==> config.mk <==
export PLATFORM = sky130hd
export DESIGN_NAME = pep_batch_scheduler
export DESIGN_NICKNAME = d
export VERILOG_FILES = /design/src/rtl/pep_batch_scheduler.sv
export SDC_FILE = /design/constraint.sdc
export NUM_CORES = 1
export LEC_CHECK = 0
export BUFFER_PORTS_ARGS = -buffer_cell sky130_fd_sc_hd__buf_2
export CAP_MARGIN = 20
export CORE_UTILIZATION = 40
export DETAILED_ROUTE_END_ITERATION = 8
export PLACE_DENSITY = 0.68
export SETUP_SLACK_MARGIN = 0.1
export SLEW_MARGIN = 25
export SYNTH_ARGS = -nofsm -noshare
export SYNTH_HDL_FRONTEND = slang
export SYNTH_SLANG_ARGS = --single-unit
==> constraint.sdc <==
create_clock -name clk -period 6.7 [get_ports clk]
set_clock_uncertainty 0.2 [all_clocks]
set_input_delay 0.335 -clock clk [delete_from_list [all_inputs] [get_ports clk]]
set_output_delay 0.335 -clock clk [all_outputs]
set_load 0.03 [all_outputs]
==> src/rtl/pep_batch_scheduler.sv <==
// PBS batch scheduler: allocates HPU slots circularly, groups requests into batches
// and issues them on size, idle timeout, flush or full occupancy; tracks in-order release.
module pep_batch_scheduler #(
  parameter int BATCH_PBS_NB = 9,
  parameter int TOTAL_PBS_NB = 18,
  parameter int GRAM_NB      = 3,
  parameter int TIMEOUT      = 64,
  localparam int PID_W = $clog2(TOTAL_PBS_NB),
  localparam int GID_W = (GRAM_NB > 1) ? $clog2(GRAM_NB) : 1,
  localparam int NB_W  = $clog2(BATCH_PBS_NB + 1),
  localparam int CNT_W = $clog2(TOTAL_PBS_NB + 1),
  localparam int TMR_W = (TIMEOUT > 1) ? $clog2(TIMEOUT) : 1
) (
  input  logic             clk,
  input  logic             s_rst_n,
  input  logic             in_pbs_vld,
  output logic             in_pbs_rdy,
  output logic [PID_W-1:0] in_pid,
  output logic [GID_W-1:0] in_gid,
  input  logic             flush,
  output logic             bcmd_vld,
  input  logic             bcmd_rdy,
  output logic [PID_W-1:0] bcmd_pid_start,
  output logic [NB_W-1:0]  bcmd_pbs_nb,
  input  logic             done_vld,
  input  logic [NB_W-1:0]  done_pbs_nb,
  output logic [CNT_W-1:0] free_cnt,
  output logic             err
);

  // state | meaning
  // IDLE  | no open batch
  // FILL  | open batch collecting requests, idle timer running
  // ISSUE | batch command presented, waiting for bcmd_rdy
  typedef enum logic [1:0] {IDLE, FILL, ISSUE} state_t;

  state_t           state, state_nxt;
  logic [PID_W-1:0] wr_ptr, rd_ptr, rd_ptr_nxt, batch_start;
  logic [PID_W:0]   rd_sum;
  logic [NB_W-1:0]  batch_cnt, batch_cnt_nxt;
  logic [TMR_W-1:0] timer, timer_nxt;
  logic [CNT_W-1:0] occupied, occ_nxt, issued;
  logic             accept, over_release, release_ok;

  assign in_pbs_rdy     = s_rst_n && (state != ISSUE) && (occupied < CNT_W'(TOTAL_PBS_NB));
  assign accept         = in_pbs_vld && in_pbs_rdy;
  assign in_pid         = wr_ptr;
  assign in_gid         = GID_W'(wr_ptr % PID_W'(GRAM_NB));
  assign bcmd_vld       = (state == ISSUE);
  assign bcmd_pid_start = batch_start;
  assign bcmd_pbs_nb    = batch_cnt;

  // Slots of the open or pending batch are not yet issued and cannot be released.
  assign issued       = occupied - CNT_W'(batch_cnt);
  assign over_release = done_vld && (CNT_W'(done_pbs_nb) > issued);
  assign release_ok   = done_vld && !over_release;
  assign occ_nxt      = occupied + CNT_W'(accept) - (release_ok ? CNT_W'(done_pbs_nb) : '0);

  assign rd_sum     = {1'b0, rd_ptr} + (PID_W+1)'(done_pbs_nb);
  assign rd_ptr_nxt = (rd_sum >= (PID_W+1)'(TOTAL_PBS_NB))
                      ? PID_W'(rd_sum - (PID_W+1)'(TOTAL_PBS_NB)) : rd_sum[PID_W-1:0];

  // Timer counts down from TIMEOUT-1 after each accept; zero marks the idle timeout.
  always_comb begin
    state_nxt     = state;
    batch_cnt_nxt = batch_cnt;
    timer_nxt     = timer;
    case (state)
      IDLE: begin
        if (accept) begin
          batch_cnt_nxt = NB_W'(1);
          timer_nxt     = TMR_W'(TIMEOUT - 1);
          state_nxt     = FILL;
        end
      end
      FILL: begin
        if (accept) begin
          batch_cnt_nxt = batch_cnt + NB_W'(1);
          timer_nxt     = TMR_W'(TIMEOUT - 1);
        end else if (timer != '0) begin
          timer_nxt = timer - TMR_W'(1);
        end
        if (flush || (batch_cnt_nxt == NB_W'(BATCH_PBS_NB)) || (timer == '0) ||
            (occ_nxt == CNT_W'(TOTAL_PBS_NB)))
          state_nxt = ISSUE;
      end
      ISSUE: begin
        if (bcmd_rdy) begin
          batch_cnt_nxt = '0;
          state_nxt     = IDLE;
        end
      end
      default: state_nxt = IDLE;
    endcase
  end

  always_ff @(posedge clk or negedge s_rst_n) begin
    if (!s_rst_n) begin
      state       <= IDLE;
      wr_ptr      <= '0;
      rd_ptr      <= '0;
      batch_start <= '0;
      batch_cnt   <= '0;
      timer       <= '0;
      occupied    <= '0;
      free_cnt    <= CNT_W'(TOTAL_PBS_NB);
      err         <= 1'b0;
    end else begin
      state     <= state_nxt;
      batch_cnt <= batch_cnt_nxt;
      timer     <= timer_nxt;
      occupied  <= occ_nxt;
      free_cnt  <= CNT_W'(TOTAL_PBS_NB) - occ_nxt;
      err       <= err || over_release;
      if (accept) begin
        wr_ptr <= (wr_ptr == PID_W'(TOTAL_PBS_NB - 1)) ? '0 : wr_ptr + PID_W'(1);
        if (state == IDLE)
          batch_start <= wr_ptr;
      end
      if (release_ok)
        rd_ptr <= rd_ptr_nxt;
    end
  end

endmodule

==> results.py, run 1 <==
metrics = {
    "detailed_routing": {
        "drtAntennaViolNets": 0,
        "wl_per_cell_um": 14.4,
        "drc": 0,
        "drt-vias-per-instance": 5.55,
        "drt-initial-drc-count": 103,
        "vias": 2188,
        "routed_wl_um": 5680,
        "drtPass1Iterations": 4,
    },
    "synth": {
        "syn-instance-count": 289,
        "synth_top_area_share_pct": 28.5,
        "synth_top_cell_by_area": "dfrtp_1",
        "synth_edf_count": 0,
        "synth_cell_types": 58,
        "avgSynthCellArea_um2": 9.10,
        "yosysWarnings": 0,
        "synth_seq_cells": 32,
        "syn-num-nets": 333,
        "netlist_top_cells_area": "dfrtp_1, ha_1, inv_1",
        "synth_flop_cell": "dfrtp_1",
        "seq_area_frac_synth_pct": 30.5,
        "async_flop_share_pct": 100,
        "synthesis.area_um2": 2630,
    },
    "clock_tree": {
        "post-cts-setup-buffers": 0,
        "post_cts_resized": 0,
        "cts_buffer_depth": 2,
        "cts-buffers-inserted": 5,
        "hold_buffers": 1,
        "clk_pin_slew_worst_paths_ns": 0.08,
        "clk-insertion-delay-late_ns": 0.29,
        "cts_tree": "built",
        "clockRootBuffer": "clkbuf_8",
        "clock-sinks": 32,
        "h-tree-depth": 2,
    },
    "sta": {
        "timing.final.crit_share_pct": 71.8,
        "tns_ns": 0,
        "max_slew.worst_pin.slew_ns": 0.770,
        "finalSetupViolCount": 0,
        "slew_violations": 0,
        "max_freq_ghz": 0.208,
        "relSlewSlack_pct": 48.6,
        "hold_violations": 0,
        "rsz0062_at_grt": "no",
        "post-route-min-period_ns": 4.81,
    },
    "run": {
        "maxCapViolations": 0,
    },
    "floorplan": {
        "die_area_um2": 6900,
        "rows": 29,
        "die_w_um": 83.1,
        "fp.dieH_um": 83.1,
        "core_um2": 6350,
        "ios": 34,
        "initial_utilization_pct": 41.4,
    },
    "place": {
        "port_buffers": 33,
        "dp_hpwl_um": 4230,
        "place.gp.congestion": 0.852,
    },
    "global_route": {
        "grt_max_degree": 34,
        "grtUsageTotal_pct": 17.1,
        "use_met1_pct": 23.3,
        "grt-busiest-layer": "met2",
        "grtUsageMet3_pct": 3.38,
        "antenna_found_initial": 0,
        "grt-ovfl-total": 0,
        "met2_usage_pct": 27.9,
        "grt_pass1_vias": 2076,
        "grt_pass1_wl_um": 9720,
    },
    "worst_setup_path": {
        "r2r_slack_ns": 1.89,
        "worstPathArrival_ns": 4.79,
        "critPathSlowestCell": "fa_1",
        "crit_end": "state[1]$_DFFE_PN0P_",
        "slowest_delay_ns": 0.48,
        "worst-path-buf-inv": 3,
        "crit_required_ns": 6.68,
        "end_kind": "register",
        "cp_top_family": "adder cells",
        "reg2reg_from": "bcmd_pbs_nb[0]$_DFFE_PN0P_",
        "critical_path.startpoint": "bcmd_pbs_nb[0]$_DFFE_PN0P_",
        "path_class": "reg -> reg",
        "r2r_end": "state[1]$_DFFE_PN0P_",
        "crit_cells": 19,
        "cpMostUsedCell": "ha_1",
        "rr_worst_depth": 19,
        "crit_chain": "ha_1 > inv_1 > fa_1 > inv_1 > ha_1 > nor2b_1 > o21a_1 > o21a_1 > o211ai_1 > and3_1 > ha_1 > inv_1 > ha_1 > fa_1 > nand3_1 > a21oi_1 > o221a_2 > o41ai_4 > mux2_4",
        "path_max_fanout": 7,
        "start_kind": "register",
    },
    "layout": {
        "mostFrequentLayoutCells": "buf_2, ha_1, dfrtp_1",
        "drive_gt1_share_pct": 18.3,
        "layout_commonest_cell": "buf_2",
        "nNetsFinal": 360,
        "area_growth_pct": 10.9,
        "antennaDiodeCount": 0,
    },
    "status": {
        "outcome": "completed",
    },
    "min_path": {
        "hp-class": "in -> reg",
    },
}
-- through the flow --
step	instances	cell area, um^2	util [%]	hold slack (ns)	setup slack, ns
floorplan	289	2630	-	-0.161	2.00
global placement	385	2820	44.3	0.241	2.05
detailed placement	385	2820	44.3	0.262	1.91
CTS	394	2920	46.0	0.121	1.90
global route	394	2920	46.0	0.130	1.62
finish	394	2920	46.0	0.131	1.89
-- state kept, by name (all words and copies together) (netlist names) --
name and count:
in_pid 5, state 2, err 1, occupied 5, free_cnt 4, bcmd_pbs_nb 4
timer 6, bcmd_pid_start 5
-- tightest hold or removal path: stages --
cell,delay (ns)
buf_2,0.12
inv_1,0.05
o21bai_1,0.07
-- synth_stat cells (2+ instances only) --
library cell	number
or3_1	3
a41oi_1	2
o22a_1	2
a21oi_1	17
nand2b_1	3
a21o_1	8
o21ai_0	12
ha_1	32
nand3b_1	4
clkbuf_1	7
xor2_1	5
o221a_2	3
dfrtp_1	30
o21a_1	2
o211ai_1	2
a211oi_2	2
nor2b_1	4
inv_1	25
a2bb2oi_1	2
and3_1	6
a31oi_1	6
dfstp_2	2
nand3_1	10
buf_2	4
or2_2	2
nand4_1	6
mux2i_1	4
buf_6	2
o21bai_1	2
and2_1	2
nor3_1	6
a311oi_1	3
fa_1	2
nor2_1	20
nand2_1	16
xnor2_1	9
-- layout make-up --
type | count | area (um^2)
Clock buffer | 5 | 68.8
Clock inverter | 3 | 23.8
Fill cell | 607 | 3430
Inverter | 26 | 100
Multi-Input combinational cell | 217 | 1650
Sequential cell | 32 | 803
Tap cell | 77 | 96.3
Timing Repair Buffer | 34 | 175
-- worst min-delay path by stage --
stage                   from  slack, ns  depth (start not counted)                    endpoint
floorplan            s_rst_n      -0.16                          0  bcmd_pbs_nb[0]$_DFFE_PN0P_
global route        done_vld       0.13                          3               err$_DFF_PN0_
CTS                 done_vld       0.12                          3               err$_DFF_PN0_
finish              done_vld       0.13                          3               err$_DFF_PN0_
detailed placement   s_rst_n       0.26                          1       free_cnt[3]$_DFF_PN0_
global placement     s_rst_n       0.24                          1       free_cnt[3]$_DFF_PN0_
-- metal layers --
layer  wire length, um  vias to the layer above  share of wire, %
met4                29                        0              0.51
met2              2590                       48                46
li1                  -                     1097                 -
met3               210                        4               3.7
met1              2850                     1039                50
met5                 0                        -                 0
-- kinds of logic (layout without fill, tap and decap cells) --
kind of cell,after synthesis,after routing,synth area share [%]
AO/OA/AOI/OAI,77,77,21.9
XOR/XNOR,14,14,4.66
adder cells (fa/ha/maj),34,34,16.7
buffers and inverters,40,68,6.71
flip-flops,32,32,30.5
multiplexers,6,6,2.52
AND/OR/NAND/NOR,86,86,16.9
Power of run 1 is not shown: default switching activity piles up to over one toggle a cycle in this logic, so the estimate is an artifact.
==> inputs of run 2 (changes only) <==
ABC_AREA = 1   (was default)
PLACE_DENSITY = 0.7   (was 0.68)
clock period = 4.2 ns   (was 6.7 ns; I/O delays follow)
==> results.py, run 2 <==
metrics = {
    "clock_tree": {
        "cts-buffers-inserted": 5,
        "h-tree-depth": 2,
        "cts_buffer_depth": 2,
        "clk_pin_slew_worst_paths_ns": 0.07,
        "cts_tree": "built",
        "clock-sinks": 32,
        "clk-insertion-delay-late_ns": 0.28,
        "clockRootBuffer": "clkbuf_8",
    },
    "layout": {
        "area_growth_pct": 20.9,
        "n_fill_cell": 540,
        "largest_register": "timer",
        "nNetsFinal": 392,
        "antennaDiodeCount": 0,
        "drive_gt1_share_pct": 28.1,
        "mostFrequentLayoutCells": "nand2_1, inv_1, buf_2",
        "largest_reg_flops": 6,
        "fin_cells": 421,
        "layout_commonest_cell": "nand2_1",
    },
    "synth": {
        "synth_seq_cells": 32,
        "syn-num-nets": 340,
        "syn-instance-count": 296,
        "yosysMostFrequentCell": "nand2_1",
        "seq_area_frac_synth_pct": 33.4,
        "yosysWarnings": 0,
        "synth_cell_types": 35,
        "synth_top_area_share_pct": 31.2,
        "synth_common_cells": "nand2_1, inv_1, ha_1",
        "synth_flop_cell": "dfrtp_1",
        "netlist_top_cells_area": "dfrtp_1, ha_1, nand2_1",
        "synthesis.area_um2": 2410,
        "synth_top_cell_by_area": "dfrtp_1",
        "synth_edf_count": 0,
        "async_flop_share_pct": 100,
        "avgSynthCellArea_um2": 8.13,
    },
    "floorplan": {
        "rows": 27,
        "fp.dieH_um": 79.6,
        "die_area_um2": 6330,
        "die_w_um": 79.6,
        "initial_utilization_pct": 42.7,
        "ios": 34,
        "core_um2": 5640,
    },
    "sta": {
        "hold_violations": 0,
        "timing.final.crit_share_pct": 103,
        "max_slew.worst_pin.slew_ns": 0.437,
        "relSlewSlack_pct": 70.9,
        "rsz0062_at_grt": "yes",
        "hold_slack_ns": 0.100,
        "slew_violations": 0,
        "max_freq_ghz": 0.231,
        "worst_slack_ns": -0.136,
        "tns_ns": -0.271,
        "finalSetupViolCount": 2,
        "post-route-min-period_ns": 4.34,
    },
    "global_route": {
        "antenna_found_initial": 0,
        "grtUsageTotal_pct": 18.7,
        "grt_pass1_wl_um": 9210,
        "grt_pass1_vias": 2073,
        "grt_max_degree": 33,
        "grt-ovfl-total": 0,
    },
    "place": {
        "port_buffers": 33,
        "dp.cells": 404,
        "dp_hpwl_um": 4020,
        "place.gp.congestion": 0.845,
        "pre_cts_ws_ns": -0.0441,
    },
    "worst_setup_path": {
        "slowest_delay_ns": 0.52,
        "crit_required_ns": 4.17,
        "cpMostUsedCell": "nand2_1",
        "path_class": "reg -> reg",
        "end_kind": "register",
        "worst-path-buf-inv": 4,
        "worstPathArrival_ns": 4.31,
        "critPathSlowestCell": "fa_2",
        "start_kind": "register",
        "path_max_fanout": 3,
        "cp_top_family": "adder cells",
    },
    "run": {
        "maxCapViolations": 0,
    },
    "detailed_routing": {
        "wl_per_cell_um": 12.8,
        "drtAntennaViolNets": 0,
        "drt-vias-per-instance": 4.95,
        "vias": 2086,
        "routed_wl_um": 5380,
        "drc": 0,
        "drt-initial-drc-count": 68,
        "drtPass1Iterations": 4,
    },
    "min_path": {
        "hp-class": "in -> reg",
    },
    "status": {
        "outcome": "finished, violations left",
        "violations": "negative setup slack",
    },
}
## run 2: changes by cell type in the layout (fill, tap and decap cells not counted), moves of 6 or more
| cell | delta |
|---|---|
| inv_2 | +6 |
| a21o_1 | -8 |
| buf_4 | +13 |
| and3_1 | -6 |
| nand2_1 | +48 |
| xnor2_1 | -6 |
| inv_1 | +21 |
| nand3_1 | +8 |
| nor2_1 | -7 |
| nand2_2 | +6 |
| a21oi_1 | -10 |
## run 2: repair_timing
action / CTS / global route
hold buffers: 2 / 0
pin swaps: 3 / 11
setup endpoints to repair: 2 / 4
setup buffers: 4 / 6
hold endpoints to repair: 31 / 0
resized for setup: 8 / 8
## run 2: area by class of cell
class | count | area, um^2 | area share [%]
Inverter | 52 | 195 | 6.70
Multi-Input combinational cell | 209 | 1450 | 49.6
Tap cell | 72 | 90.1 | 3.09
Sequential cell | 32 | 806 | 27.7
Clock buffer | 6 | 82.6 | 2.84
Clock inverter | 2 | 10.0 | 0.344
Timing Repair Buffer | 48 | 283 | 9.71
## run 2: kinds of logic after synthesis
family | after synthesis | synth area share, %
adder cells (fa/ha/maj) | 34 | 18.3
buffers and inverters | 55 | 9.10
AND/OR/NAND/NOR | 120 | 23.4
XOR/XNOR | 12 | 4.37
multiplexers | 1 | 0.468
AO/OA/AOI/OAI | 42 | 11.0
flip-flops | 32 | 33.4
## run 2: stage by stage
| step | instance area, um^2 | utilization (%) |
|---|---|---|
| after floorplan | 2410 | - |
| after global placement | 2690 | 47.6 |
| after detailed placement | 2690 | 47.6 |
| after CTS | 2860 | 50.6 |
| after global routing | 2910 | 51.6 |
| final | 2910 | 51.6 |
## run 2: routing by layer
| metal | up-vias | part of all wire (%) | global-route usage, % |
|---|---|---|---|
| met5 | - | 0 | 0 |
| met4 | 0 | 1.3 | 5.82 |
| met3 | 9 | 3.2 | 3.43 |
| met2 | 34 | 51 | 34.3 |
| li1 | 1050 | - | - |
| met1 | 993 | 45 | 21.8 |
## run 2: path summary, 6_finish.rpt
check	startpoint	endpoint	slack, ns	depth (start not counted)
max reg2reg	occupied[0]$_DFF_PN0_	state[1]$_DFFE_PN0P_	-0.14	26
max in group asynchronous	s_rst_n	free_cnt[1]$_DFF_PN1_	3.14	3
min in group asynchronous	s_rst_n	free_cnt[3]$_DFF_PN0_	0.32	3
min reg2reg	err$_DFF_PN0_	err$_DFF_PN0_	0.29	1
max	occupied[0]$_DFF_PN0_	state[1]$_DFFE_PN0P_	-0.14	26
min	flush	state[1]$_DFFE_PN0P_	0.10	5
## run 2: worst reg2reg max path: stages (launching register included)
cell and delay, ns:
dfrtp_1 0.39, inv_1 0.07, ha_2 0.16, inv_2 0.04, fa_2 0.52, inv_2 0.04
ha_4 0.26, a21oi_2 0.05, o21ai_1 0.12, nand3_1 0.12, nand2_1 0.11, nor2_1 0.05
ha_1 0.28, inv_2 0.04, ha_4 0.15, fa_2 0.39, a21oi_2 0.15, nor2_1 0.06
nor2_1 0.15, xor2_1 0.21, nand2_1 0.11, nor2_2 0.17, nor3_2 0.08, o21ai_2 0.08
nand2_1 0.11, nand2_1 0.08, nand2_1 0.04
Power of run 2 is left out for the same reason.
==> inputs of run 3 (changes only) <==
==> constraint.sdc (replaced) <==
create_clock -name clk -period 4.2 [get_ports clk]
set_clock_uncertainty 0.2 [all_clocks]
set_input_delay 0.42 -clock clk [delete_from_list [all_inputs] [get_ports clk]]
set_output_delay 0.42 -clock clk [all_outputs]
set_load 0.03 [all_outputs]
==> results.py, run 3 (synthesis results as in run 2) <==
metrics = {
    "status": {
        "outcome": "finished, violations left",
        "violations": "negative hold slack",
    },
    "clock_tree": {
        "cts_tree": "built",
        "cts-buffers-inserted": 5,
        "h-tree-depth": 2,
        "clk_pin_slew_worst_paths_ns": 0.07,
        "clock-sinks": 32,
        "cts_buffer_depth": 2,
        "clockRootBuffer": "clkbuf_8",
        "clk-insertion-delay-late_ns": 0.27,
        "hold_buffers": 0,
    },
    "floorplan": {
        "die_w_um": 79.6,
        "core_um2": 5640,
        "rows": 27,
        "ios": 34,
        "die_area_um2": 6330,
        "fp.dieH_um": 79.6,
        "initial_utilization_pct": 42.7,
    },
    "global_route": {
        "antenna_found_initial": 0,
        "grt_pass1_vias": 1953,
        "grt_pass1_wl_um": 8550,
        "grtUsageTotal_pct": 17.4,
        "grt-ovfl-total": 0,
        "grt_max_degree": 33,
    },
    "min_path": {
        "hp-class": "in -> async",
    },
    "sta": {
        "hold_violations": 26,
        "timing.final.crit_share_pct": 98.0,
        "tns_ns": 0,
        "finalSetupViolCount": 0,
        "hold_slack_ns": -0.00952,
        "slew_violations": 0,
        "worst_slack_ns": 0.0833,
        "rsz0062_at_grt": "yes",
        "max_freq_ghz": 0.243,
        "relSlewSlack_pct": 71.6,
        "max_slew.worst_pin.slew_ns": 0.426,
        "post-route-min-period_ns": 4.12,
    },
    "detailed_routing": {
        "wl_per_cell_um": 12.1,
        "drt-vias-per-instance": 4.88,
        "routed_wl_um": 5030,
        "drtAntennaViolNets": 0,
        "drtPass1Iterations": 4,
        "drc": 0,
        "drt-initial-drc-count": 61,
        "vias": 2037,
    },
    "worst_setup_path": {
        "cp_top_family": "adder cells",
        "path_max_fanout": 3,
        "cpMostUsedCell": "nand2_1",
        "slowest_delay_ns": 0.52,
        "worst-path-buf-inv": 4,
        "worstPathArrival_ns": 4.08,
        "end_kind": "register",
        "crit_required_ns": 4.16,
        "path_class": "reg -> reg",
        "rr_worst_depth": 26,
        "critPathSlowestCell": "fa_2",
        "crit_cells": 26,
        "start_kind": "register",
    },
    "place": {
        "place.gp.congestion": 0.836,
        "pre_cts_ws_ns": 0.0277,
        "dp_hpwl_um": 3820,
        "dp.cells": 405,
        "port_buffers": 33,
    },
    "layout": {
        "fin_cells": 417,
        "layout_commonest_cell": "nand2_1",
        "largest_register": "timer",
        "mostFrequentLayoutCells": "nand2_1, inv_1, buf_2",
        "nNetsFinal": 388,
        "drive_gt1_share_pct": 31.0,
        "n_fill_cell": 530,
        "antennaDiodeCount": 0,
        "largest_reg_flops": 6,
        "area_growth_pct": 21.8,
    },
    "run": {
        "maxCapViolations": 0,
    },
}
==> run 3: changes by cell type in the layout (fill, tap and decap cells not counted), sizes merged <==
| cell | delta |
|---|---|
| clkbuf | +2 |
| clkinv | -2 |
| dlygate4sd3 | -2 |
| buf | -2 |
==> run 3: worst paths after layout <==
check | endpoint | slack (ns) | from
setup / recovery | state[0]$_DFFE_PN0P_ | 0.08 | occupied[0]$_DFF_PN0_
hold / removal | free_cnt[2]$_DFF_PN0_ | -0.01 | s_rst_n
setup reg to reg | state[0]$_DFFE_PN0P_ | 0.08 | occupied[0]$_DFF_PN0_
hold reg to reg | bcmd_pid_start[4]$_DFFE_PN0P_ | 0.28 | bcmd_pid_start[4]$_DFFE_PN0P_
max in group asynchronous | free_cnt[1]$_DFF_PN1_ | 3.48 | s_rst_n
min in group clk | err$_DFF_PN0_ | 0.20 | done_vld
==> run 3: final cells by class <==
type	instances	area (um^2)	area share, %
repair buffers	44	248	8.45
inverters	52	195	6.66
flip-flops and latches	32	808	27.6
well taps	72	90.1	3.07
multi-input cells	209	1490	50.8
clock buffers	8	100	3.41
==> run 3: metrics by stage <==
stage / area (um^2) / util (%) / hold WS, ns
5_1_grt: 2930 / 52.0 / 0.0189
4_1_cts: 2850 / 50.5 / 0.0132
2_1_floorplan: 2410 / - / -0.0756
3_5_place_dp: 2690 / 47.7 / 0.268
3_3_place_gp: 2690 / 47.7 / 0.262
6_report: 2930 / 52.0 / -0.00952
==> run 3: layer usage <==
| layer | vias to the layer above | share of wire (%) | GRT usage [%] |
|---|---|---|---|
| met5 | - | 0 | 0 |
| met1 | 942 | 46 | 20.7 |
| li1 | 1048 | - | - |
| met2 | 39 | 49 | 30.3 |
| met4 | 0 | 1.4 | 6.18 |
| met3 | 8 | 3.8 | 4.11 |
==> run 3: timing repair <==
action,4_1_cts,5_1_grt
gates resized for setup,9,20
pin swaps,6,9
setup endpoints to repair,2,4
setup buffers,3,1
Power of run 3 is left out for the same reason.
